==> config.mk <==
export PLATFORM = sky130hd
export DESIGN_NAME = global_state_table
export DESIGN_NICKNAME = d
export VERILOG_FILES = /design/src/rtl/global_state_table.sv
export SDC_FILE = /design/constraint.sdc
export NUM_CORES = 1
export LEC_CHECK = 0
export BUFFER_PORTS_ARGS = -buffer_cell sky130_fd_sc_hd__buf_4
export CORE_MARGIN = 2
export CORE_UTILIZATION = 50
export DETAILED_ROUTE_END_ITERATION = 6
export PLACE_DENSITY = 0.7
export RECOVER_POWER = 25
export SLEW_MARGIN = 5
export SYNTH_ARGS = -nofsm -noshare
export SYNTH_HDL_FRONTEND = slang
export SYNTH_SLANG_ARGS = --single-unit
export TNS_END_PERCENT = 100
==> constraint.sdc <==
create_clock -name clk -period 8 [get_ports clk]
set_input_delay 2 -clock clk [delete_from_list [all_inputs] [get_ports clk]]
set_output_delay 2 -clock clk [all_outputs]
set_load 0.01 [all_outputs]
==> src/rtl/global_state_table.sv <==
// Global variable-assignment table for the SAT BCP accelerator.
// Consumes implied literals from the UC arbiter queue and answers clause lookups for the BCP engines.
module global_state_table #(
  parameter int unsigned NUM_ENGINE = 4,
  parameter int unsigned CLA_LENGTH = 3,
  parameter int unsigned LIT_WIDTH  = 32,
  parameter int unsigned NUM_VARS   = 64
) (
  input  logic                            clk,
  input  logic                            rst_n,
  input  logic [CLA_LENGTH*LIT_WIDTH-1:0] bcp2gst_curr_cla,
  input  logic                            bcp2gst_curr_cla_valid,
  input  logic [NUM_ENGINE*2-1:0]         bcp2gst_curr_state,
  output logic [CLA_LENGTH*2-1:0]         gst2bcp_lit_state,
  output logic [NUM_ENGINE-1:0]           gst2bcp_update_finish,
  input  logic [LIT_WIDTH-1:0]            ucarb2gst_lit,
  input  logic                            ucarb2gst_empty,
  output logic                            gst2ucarb_pop
);

  localparam int unsigned IdxW = (NUM_VARS > 1) ? $clog2(NUM_VARS) : 1;

  localparam logic [1:0] BcpIdle = 2'd0;
  localparam logic [1:0] BcpProc = 2'd1;
  localparam logic [1:0] BcpDone = 2'd2;

  localparam logic [1:0] VarUnassigned = 2'd0;
  localparam logic [1:0] VarOne        = 2'd1;
  localparam logic [1:0] VarZero       = 2'd2;

  localparam logic [1:0] LitUndef = 2'd0;
  localparam logic [1:0] LitTrue  = 2'd1;
  localparam logic [1:0] LitFalse = 2'd2;

  logic [1:0] tbl_q [NUM_VARS];

  logic                  update_phase;
  logic [LIT_WIDTH-1:0]  wr_mag;
  logic                  wr_neg;
  logic                  wr_ok;
  logic [IdxW-1:0]       wr_idx;
  logic [NUM_ENGINE-1:0] finish_d;
  logic [NUM_ENGINE-1:0] finish_q;

  // Any engine still propagating blocks table updates.
  always_comb begin
    update_phase = 1'b1;
    for (int i = 0; i < int'(NUM_ENGINE); i++) begin
      if (bcp2gst_curr_state[2*i +: 2] == BcpProc) update_phase = 1'b0;
    end
  end

  assign gst2ucarb_pop = rst_n & update_phase & ~ucarb2gst_empty;

  // Null and out-of-range literals are popped but never written.
  assign wr_neg = ucarb2gst_lit[LIT_WIDTH-1];
  assign wr_mag = wr_neg ? (~ucarb2gst_lit + LIT_WIDTH'(1)) : ucarb2gst_lit;
  assign wr_ok  = (wr_mag != '0) && (wr_mag < LIT_WIDTH'(NUM_VARS));
  assign wr_idx = wr_mag[IdxW-1:0];

  // First assignment wins; later or conflicting literals for the same variable are dropped.
  always_ff @(posedge clk or negedge rst_n) begin
    if (!rst_n) begin
      for (int v = 0; v < int'(NUM_VARS); v++) tbl_q[v] <= VarUnassigned;
    end else if (gst2ucarb_pop && wr_ok && (tbl_q[wr_idx] == VarUnassigned)) begin
      tbl_q[wr_idx] <= wr_neg ? VarZero : VarOne;
    end
  end

  for (genvar k = 0; k < int'(CLA_LENGTH); k++) begin : g_slot
    logic [LIT_WIDTH-1:0] lit;
    logic [LIT_WIDTH-1:0] mag;
    logic                 neg;
    logic                 ok;
    logic [1:0]           val;

    assign lit = bcp2gst_curr_cla[k*LIT_WIDTH +: LIT_WIDTH];
    assign neg = lit[LIT_WIDTH-1];
    assign mag = neg ? (~lit + LIT_WIDTH'(1)) : lit;
    assign ok  = (mag != '0) && (mag < LIT_WIDTH'(NUM_VARS));
    assign val = tbl_q[mag[IdxW-1:0]];

    assign gst2bcp_lit_state[2*k +: 2] =
        (!rst_n || !bcp2gst_curr_cla_valid || !ok || (val == VarUnassigned)) ? LitUndef :
        (((val == VarZero) == neg) ? LitTrue : LitFalse);
  end

  always_comb begin
    finish_d = finish_q;
    for (int i = 0; i < int'(NUM_ENGINE); i++) begin
      if ((bcp2gst_curr_state[2*i +: 2] != BcpDone) || gst2ucarb_pop) begin
        finish_d[i] = 1'b0;
      end else if (update_phase && ucarb2gst_empty) begin
        finish_d[i] = 1'b1;
      end
    end
  end

  always_ff @(posedge clk or negedge rst_n) begin
    if (!rst_n) finish_q <= '0;
    else        finish_q <= finish_d;
  end

  assign gst2bcp_update_finish = finish_q;

  // Idle encoding is implicit: anything not PROC or DONE behaves as IDLE.
  logic unused_idle;
  assign unused_idle = ^BcpIdle;

endmodule

==> results of run 1 <==
cell usage after synthesis, drive strengths merged, types with 6 or more instances:
| cell | instances |
|---|---|
| a2111oi | 6 |
| a211oi | 12 |
| a21oi | 57 |
| a221oi | 7 |
| a222oi | 8 |
| a22o | 6 |
| a22oi | 9 |
| a31o | 32 |
| a31oi | 14 |
| a32oi | 9 |
| a41o | 95 |
| and2 | 11 |
| and3 | 9 |
| buf | 45 |
| clkbuf | 78 |
| dfrtp | 132 |
| inv | 21 |
| mux2 | 16 |
| mux2i | 72 |
| mux4 | 79 |
| nand2 | 92 |
| nand2b | 16 |
| nand3 | 44 |
| nand4 | 15 |
| nand4b | 6 |
| nor2 | 142 |
| nor2b | 27 |
| nor3 | 93 |
| nor4 | 37 |
| nor4b | 10 |
| o2111ai | 12 |
| o211ai | 13 |
| o21ai | 46 |
| o21bai | 6 |
| o22ai | 13 |
| o311ai | 10 |
| o31ai | 10 |
| o32ai | 8 |
| or3 | 31 |
| or4 | 13 |
| xnor2 | 15 |
| xor2 | 7 |
worst paths after layout:
check	start	endpoint	slack [ns]	depth (start not counted)
max reg2reg	tbl_q[98]$_DFFE_PN0P_	tbl_q[53]$_DFFE_PN0P_	4.89	9
min	tbl_q[127]$_DFFE_PN0P_	tbl_q[127]$_DFFE_PN0P_	0.50	0
min reg2reg	tbl_q[127]$_DFFE_PN0P_	tbl_q[127]$_DFFE_PN0P_	0.50	0
min in group asynchronous	rst_n	tbl_q[112]$_DFFE_PN0P_	1.55	1
max in group asynchronous	rst_n	tbl_q[13]$_DFFE_PN0P_	2.31	3
max	bcp2gst_curr_cla[0]	gst2bcp_lit_state[0]	0.60	13
area by class of cell:
type | instances | share of cell area [%]
repair buffers | 181 | 9.01
multi-input cells | 1200 | 61.9
flip-flops and latches | 132 | 21.6
well taps | 335 | 2.75
clock inverters | 14 | 1.29
inverters | 25 | 0.615
clock buffers | 18 | 2.81
per-stage QoR:
stage	hold WS (ns)	total power [mW]	cell area (um2)
6_report	0.497	2.01	15300
2_1_floorplan	0.478	0.980	13300
3_5_place_dp	0.466	1.18	14700
5_1_grt	0.515	2.09	15300
4_1_cts	0.478	2.01	15300
3_3_place_gp	0.463	1.18	14700
sequential cells by signal, indices dropped and copies added, names as in the netlist:
name,count
tbl_q,128
gst2bcp_update_finish,4
cell families after synthesis:
| kind of cell | count (synthesis) |
|---|---|
| multiplexers | 167 |
| buffers and inverters | 148 |
| AO/OA/AOI/OAI | 436 |
| flip-flops | 132 |
| XOR/XNOR | 22 |
| AND/OR/NAND/NOR | 570 |
| adder cells (fa/ha/maj) | 5 |
placed cells by master, fill, tap and decap left out, types with 11 or more instances in the layout:
cell type,instances
a211oi_1,12
nand4_1,15
mux2i_1,70
o22ai_1,12
buf_4,177
nor3_1,92
nor4_1,35
a31oi_1,14
mux4_2,79
a21oi_1,57
nand3_1,44
clkbuf_16,17
or4_1,13
o2111ai_1,12
nor2_1,142
a41o_1,95
nand2_1,92
or3_1,31
inv_1,21
nor2b_1,27
dfrtp_1,132
mux2_2,16
a31o_1,31
xnor2_1,11
and2_1,11
nand2b_1,16
o21ai_0,40
o211ai_1,13
report_power, final:
part / switching (mW) / total, mW / leakage, nW / internal, mW
clock network: 0.312 / 0.837 / 0.302 / 0.525
logic: 0.316 / 0.509 / 4.56 / 0.193
registers: 0.000353 / 0.669 / 1.84 / 0.668
total: 0.628 / 2.01 / 6.71 / 1.39
routing by layer:
metal	up-vias	wire (um)
met4	0	1990
li1	6186	-
met2	1002	21700
met1	6748	19000
met5	-	0
met3	162	5870
==> results.cfg, run 1 <==
[run_status]
status = complete, but fails checks
violations = design-rule violations, max-capacitance violations, max-slew violations

[placed_design]
preCtsSetupSlack_ns = 0.668
hpwl_mm = 35.7
dp_cells = 1873
place.gp.congestion = 1.02
port-buffer-count = 150

[yosys]
synth_edf_count = 0
yosys.cell_types.count = 93
synthXorXnorAreaFrac_pct = 1.51
synth_top_area_share_pct = 24.9
syn_inst = 1480
synth.area.mux_share_pct = 20.2
synth-simple-area-share_pct = 22.2
syn_area_mm2 = 0.0133
syn_nets = 1624
synth_top_flop_cell = dfrtp_1
synth_top_area_cell = dfrtp_1
syn_area_per_cell_um2 = 8.98
synth_compound_area_share_pct = 26.1
yosysSeqAreaShare_pct = 24.9
ys_ff_latch = 132
yosysWarnings = 0
synth_top_family_by_area = compound AO/OA/AOI/OAI gates
synth_fa_ha_area_share_pct = 0.452
synth_top_cells_by_area = dfrtp_1 (25%), mux4_2 (13%), a41o_1 (7.2%), mux2i_1 (5.3%), nor2_1 (4.0%)
async_flop_share_pct = 100

[final_layout]
drive_gt1_share_pct = 21.3
multi_input_area_mm2 = 0.00945
fin_cells = 1905
fill_cells = 2305
diodes = 0
syn2layout_area_growth_pct = 14.9
fin_util_pct = 58.6
ff_latch_area_mm2 = 0.00330
layout.nets = 1701

[worst_setup_path]
critical_path.startpoint_type = primary input
setup.worst_path.end_class = primary output
arrival_ns = 5.40
crit_top_cell = buf_4
worstPathRequired_ns = 6.00
cp.buffers_inverters = 4
worst-path-max-fanout = 16
crit_path_max_incr_delay_ns = 0.84
cp_cell_sequence = buf_4 > inv_1 > ha_1 > nor2b_1 > xnor2_2 > buf_4 > mux4_2 > nor3_1 > a311oi_1 > a31oi_1 > mux2i_1 > nor2b_1 > buf_4
critPathKind = primary input to primary output
cp_slowest_cell = xnor2_2
cp_top_family = XOR/XNOR gates

[timing]
hold_violations = 0
fin_setup_tns_ns = 0
final.setup.worst_slack_ns = 0.603
clock.fmax_mhz = 135
finalCriticalPeriod_ns = 7.40
skew_ns = 0.0113
fin_crit_sh_pct = 92.5
rsz0062_at_grt = no
final_max_slew_viol_count = 71
maxSlewHeadroom_pct = -151
setup_violations = 0
tightest_slew_ns = 3.77

[detailed_routing]
drt_wl_total_mm = 48.6
firstDrtPassIters = 7
drt_iter0_drc = 2355
wl_per_cell_um = 25.5
drc_errors = 6
dr_total_vias = 14100
via_per_inst = 7.40
ant_nets = 0

[clock_tree]
postCtsSetupBuffers = 0
cts_tree = yes
ctsResizeCount = 0
cts_made_buffers = 17
cts.sinks = 132
ctsHoldBuffers = 0
insertion_delay_ns = 0.43
htree_levels = 4
cts-root-buf = clkbuf_16
cts_buffer_depth = 2
clkTransAtPathRegs_ns = 0.06

[global_routing]
use_met3_pct = 7.87
grt_pass1_wl_mm = 75.9
grt_max_degree = 127
overflow = 0
grt_antenna_before_repair = 1
use_met1_pct = 46.5
grt_usage_pct = 34.1
use_met2_pct = 52.8
top_usage_layer = met2
grt_pass1_vias = 13200

[power_and_ir_drop]
peakVddDrop_mv = 0.159
p_leak_nw = 6.71
p_per_area_mw_per_mm2 = 132

[floorplan]
die_width_um = 167
row_count = 59
die_h_um = 167
core_region_area_mm2 = 0.0261
start_util_pct = 51.0
ios = 151
dieArea_mm2 = 0.0279

[worst_hold_path]
min_path_type = register to register

[job]
max_cap_violations = 1
Note: power is estimated with default switching activity, not from simulation.
==> run 2: changes to the inputs <==
CTS_BUF_LIST = sky130_fd_sc_hd__clkbuf_4   (was not set)
SKIP_LAST_GASP = 1   (was not set)
==> run 2 against run 1 <==
  * The run ends with max-capacitance violations, max-slew violations left
  * Clock-buffer cell count did not move
  * Register-to-register slack improved by 0.05 ns
  * Clock skew rose by 0.024 ns
==> results.cfg, run 2 (synthesis gave the netlist of run 1 again) <==
[run_status]
status = complete, but fails checks
violations = max-capacitance violations, max-slew violations

[global_routing]
grt_usage_pct = 33.8
overflow = 0
use_met2_pct = 52.1
use_met1_pct = 46.6
top_usage_layer = met2
grt_max_degree = 127
grt_pass1_vias = 13100
grt_antenna_before_repair = 1
use_met3_pct = 7.58
grt_pass1_wl_mm = 75.2

[clock_tree]
ctsHoldBuffers = 0
postCtsSetupBuffers = 0
cts_buffer_depth = 2
ctsResizeCount = 0
cts_tree = yes
htree_levels = 4
cts.sinks = 132
cts-root-buf = clkbuf_4
clkTransAtPathRegs_ns = 0.12
insertion_delay_ns = 0.56
cts_made_buffers = 17

[detailed_routing]
firstDrtPassIters = 5
dr_total_vias = 14000
ant_nets = 0
drt_wl_total_mm = 48.1
wl_per_cell_um = 25.2
drc_errors = 0
via_per_inst = 7.35
drt_iter0_drc = 2204

[power_and_ir_drop]
comb_power_share_pct = 29.9
p_per_area_mw_per_mm2 = 114
p_seq_share_pct = 39.3
p_switching_uw = 584
swShare_pct = 34.3
p_leak_nw = 6.58
clkPwrFrac_pct = 30.8
p_total_mw = 1.70
peakVddDrop_mv = 0.124
p_int_mw = 1.12

[final_layout]
largest_reg_flops = 128
drive_gt1_share_pct = 21.3
fill_cells = 2350
layout.nets = 1701
multi_input_area_mm2 = 0.00945
mostFrequentLayoutCell = buf_4
top_register = tbl_q
final_cell_mix = buf_4 (177), nor2_1 (142), dfrtp_1 (132)
syn2layout_area_growth_pct = 12.7
fin_util_pct = 57.5
ff_latch_area_mm2 = 0.00330
stdcell_area_mm2 = 0.0150

[timing]
setup_violations = 0
rsz0062_at_grt = no
skew_ns = 0.0352
fin_crit_sh_pct = 92.4
fin_setup_tns_ns = 0
tightest_slew_ns = 3.78
final_max_slew_viol_count = 71
hold_violations = 0
clock.fmax_mhz = 135
finalCriticalPeriod_ns = 7.39
maxSlewHeadroom_pct = -152

[placed_design]
place.gp.congestion = 1.02
port-buffer-count = 150
place_area_mm2 = 0.0147
hpwl_mm = 35.7

[worst_setup_path]
r2r.worst_path.cells = 8
critical_path.startpoint_type = primary input
worstPathRequired_ns = 6.00
cp_slowest_cell = nor3b_1
cp.buffers_inverters = 3
cp_top_family = simple AND/OR/NAND/NOR gates
crit_top_cell = buf_4
critPathKind = primary input to primary output
r2r_start = tbl_q[12]$_DFFE_PN0P_
worst-path-max-fanout = 23
cp_cell_sequence = buf_4 > clkinv_1 > ha_1 > nor3b_1 > nand2_1 > or3_1 > a21boi_0 > o2111ai_1 > a2111oi_0 > nand4_1 > o21ba_2 > buf_4
arrival_ns = 5.39
setup.worst_path.end_class = primary output
crit_path_max_incr_delay_ns = 0.83
r2r_setup_slack_ns = 4.94
regToRegEndpoint = tbl_q[69]$_DFFE_PN0P_

[floorplan]
row_count = 59
dieArea_mm2 = 0.0279
ios = 151
die_width_um = 167
core_region_area_mm2 = 0.0261
die_h_um = 167
start_util_pct = 51.0

[worst_hold_path]
worstHoldPathCells = 0
worstHoldStart = tbl_q[127]$_DFFE_PN0P_
min_path_type = register to register
hold_end = tbl_q[127]$_DFFE_PN0P_

[job]
max_cap_violations = 1
==> run 2: cell count changes in the layout (fill, tap and decap cells not counted) <==
cell / before / now
diode_2: 0 / 1
clkbuf_16: 17 / 0
clkbuf_4: 0 / 18
clkbuf_1: 3 / 2
==> run 2: power by group through the flow <==
| stage | Sequential, mW | Combinational [mW] | Clock, mW |
|---|---|---|---|
| CTS | 0.668 | 0.501 | 0.527 |
| detailed placement | 0.681 | 0.499 | 0 |
| global placement | 0.681 | 0.495 | 0 |
| finish | 0.668 | 0.508 | 0.524 |
| global route | 0.668 | 0.545 | 0.560 |
| floorplan | 0.681 | 0.299 | 0 |
==> run 2: worst register-to-register path, stage by stage (launching register included) <==
cell      delay (ns)
dfrtp_1         0.55
mux2i_1         0.21
o21ai_0         0.10
o21ai_0         0.27
a21oi_1         0.11
o211ai_1        0.38
o2111a_4        0.58
buf_4           0.53
a41o_1          0.27
==> run 2: layer usage <==
layer	vias to the layer above	part of all wire, %
met2	953	45
li1	6176	-
met4	0	3.9
met3	148	12
met1	6725	39
met5	-	0
==> run 2: worst max path at each step <==
stage	start	end	slack [ns]	cells past startpoint
after floorplan	bcp2gst_curr_cla[64]	gst2bcp_lit_state[4]	0.47	13
after global placement	bcp2gst_curr_cla[0]	gst2bcp_lit_state[1]	0.75	13
after detailed placement	bcp2gst_curr_cla[64]	gst2bcp_lit_state[4]	0.67	11
after CTS	bcp2gst_curr_cla[64]	gst2bcp_lit_state[4]	0.67	11
after global routing	bcp2gst_curr_cla[64]	gst2bcp_lit_state[5]	0.27	12
final	bcp2gst_curr_cla[64]	gst2bcp_lit_state[5]	0.61	12
==> run 2: metrics by stage <==
| step | hold slack, ns | instances | worst slack, ns |
|---|---|---|---|
| detailed placement | 0.466 | 1873 | 0.668 |
| global placement | 0.463 | 1873 | 0.750 |
| floorplan | 0.478 | 1480 | 0.470 |
| finish | 0.519 | 1906 | 0.607 |
| global route | 0.530 | 1906 | 0.275 |
| CTS | 0.492 | 1905 | 0.668 |
==> run 2: layout make-up <==
class	count	area share, %
multi-input combinational	1200	63.1
sequential	132	22.1
timing repair buffer	181	9.19
tap	335	2.80
clock inverter	14	1.32
clock buffer	18	0.902
inverter	25	0.627
antenna	1	0.0167
==> run 3: changes to the inputs <==
==> constraint.sdc (replaced) <==
create_clock -name clk -period 8 [get_ports clk]
set_input_delay 1.2 -clock clk [delete_from_list [all_inputs] [get_ports clk]]
set_output_delay 1.2 -clock clk [all_outputs]
set_load 0.01 [all_outputs]
==> run 3 against run 2 <==
  * The run still ends with max-capacitance violations, max-slew violations left
  * Global-route usage is 0.17 points higher
  * Sequential power hardly changed
  * Power is 1.3% lower
  * Non-clock buffer count is 6 lower
  * Register-to-register slack worse by 0.18 ns
  * First-iteration DRC count is 4.7% lower
==> results.cfg, run 3 (synthesis gave the netlist of run 1 again) <==
[floorplan]
start_util_pct = 51.0
dieArea_mm2 = 0.0279
die_h_um = 167
core_region_area_mm2 = 0.0261
ios = 151
row_count = 59
die_width_um = 167

[timing]
clock.fmax_mhz = 159
fin_setup_tns_ns = 0
fin_crit_sh_pct = 78.7
rsz0062_at_grt = no
skew_ns = 0.0283
setup_violations = 0
final_max_slew_viol_count = 82
tightest_slew_ns = 4.26
hold_violations = 0
finalCriticalPeriod_ns = 6.29
maxSlewHeadroom_pct = -184

[clock_tree]
cts_tree = yes
cts-root-buf = clkbuf_4
insertion_delay_ns = 0.55
htree_levels = 4
ctsResizeCount = 0
cts_buffer_depth = 2
cts_made_buffers = 17
clkTransAtPathRegs_ns = 0.12
ctsHoldBuffers = 0
cts.sinks = 132
postCtsSetupBuffers = 0

[detailed_routing]
via_per_inst = 7.46
drt_wl_total_mm = 48.5
drc_errors = 0
dr_total_vias = 14200
drt_iter0_drc = 2100
firstDrtPassIters = 7
wl_per_cell_um = 25.6
ant_nets = 0

[worst_hold_path]
min_path_type = register to register

[placed_design]
port-buffer-count = 150
hpwl_mm = 35.6
place_area_mm2 = 0.0146
place.gp.congestion = 1.05

[global_routing]
grt_pass1_vias = 13000
grt_antenna_before_repair = 1
grt_max_degree = 82
grt_pass1_wl_mm = 75.6
grt_usage_pct = 33.9
overflow = 0

[power_and_ir_drop]
p_leak_nw = 6.54
p_total_mw = 1.68
p_per_area_mw_per_mm2 = 113
peakVddDrop_mv = 0.114

[final_layout]
top_register = tbl_q
syn2layout_area_growth_pct = 12.1
mostFrequentLayoutCell = buf_4
final_cell_mix = buf_4 (172), nor2_1 (142), dfrtp_1 (132)
drive_gt1_share_pct = 20.9
stdcell_area_mm2 = 0.0149
fin_util_pct = 57.1
layout.nets = 1695
largest_reg_flops = 128

[worst_setup_path]
setup.worst_path.end_class = primary output
crit_path_max_incr_delay_ns = 0.59
crit_top_cell = buf_4
critical_path.startpoint_type = primary input
cp_slowest_cell = mux2i_4
worst-path-max-fanout = 20
critPathKind = primary input to primary output
worstPathRequired_ns = 6.80
arrival_ns = 5.09
cp_cell_sequence = buf_4 > inv_1 > ha_1 > mux2i_4 > buf_4 > mux2i_1 > mux4_2 > a22o_1 > a211oi_1 > a31oi_1 > mux2i_1 > nor2b_1 > buf_4

[job]
max_cap_violations = 1

[run_status]
violations = max-capacitance violations, max-slew violations
status = complete, but fails checks
[run 3: changes by cell type in the layout (fill, tap and decap cells not counted), moves of 2 or more]
cell,previous run,this run
inv_6,5,1
buf_12,2,0
buf_4,177,172
clkinv_4,1,3
[run 3: report_power, final]
group	internal, mW	switching, mW	total [mW]	leakage [nW]
Sequential	0.668	0.000321	0.668	1.84
Combinational	0.189	0.321	0.510	4.53
Clock	0.245	0.256	0.500	0.161
Total	1.10	0.577	1.68	6.54
[run 3: path summary, 6_finish.rpt]
check                                        from                              endpoint  slack [ns]  depth (start not counted)
max                           bcp2gst_curr_cla[0]                  gst2bcp_lit_state[1]        1.71                         13
min                        tbl_q[127]$_DFFE_PN0P_                tbl_q[127]$_DFFE_PN0P_        0.48                          0
max reg2reg                  tbl_q[6]$_DFFE_PN0P_                 tbl_q[64]$_DFFE_PN0P_        4.76                          7
min reg2reg                tbl_q[127]$_DFFE_PN0P_                tbl_q[127]$_DFFE_PN0P_        0.48                          0
max in group asynchronous                   rst_n                 tbl_q[21]$_DFFE_PN0P_        2.96                          2
min in group asynchronous                   rst_n  gst2bcp_update_finish[1]$_DFFE_PN0P_        0.59                          1
[run 3: per-stage QoR]
step                      hold slack [ns]  cells  worst slack (ns)
after global routing                0.498   1898              1.49
after floorplan                     0.478   1480              2.07
after detailed placement            0.446   1867              1.74
after CTS                           0.474   1897              1.72
after global placement              0.451   1867              1.78
final                               0.478   1898              1.71
[run 3: layer usage]
layer | vias up | GRT usage [%] | routed length, um
met3 | 142 | 7.39 | 5840
met2 | 1013 | 52.0 | 21300
met5 | - | 1.39 | 0
met4 | 0 | 12.6 | 2080
li1 | 6187 | - | -
met1 | 6823 | 47.2 | 19300
[run 3: area by class of cell]
class / instances / area, um2
Fill cell: 2328 / 11200
Multi-Input combinational cell: 1200 / 9450
Sequential cell: 132 / 3300
Timing Repair Buffer: 175 / 1310
Tap cell: 335 / 419
Clock inverter: 13 / 184
Clock buffer: 17 / 128
Inverter: 25 / 93.8
Antenna cell: 1 / 2.50
[run 3: critical path: cells and delay by family]
kind,cells,cell delay [ns]
adder cells (fa/ha/maj),1,0.38
AND/OR/NAND/NOR,1,0.14
buffers and inverters,4,1.27
AO/OA/AOI/OAI,3,0.71
multiplexers,4,1.39
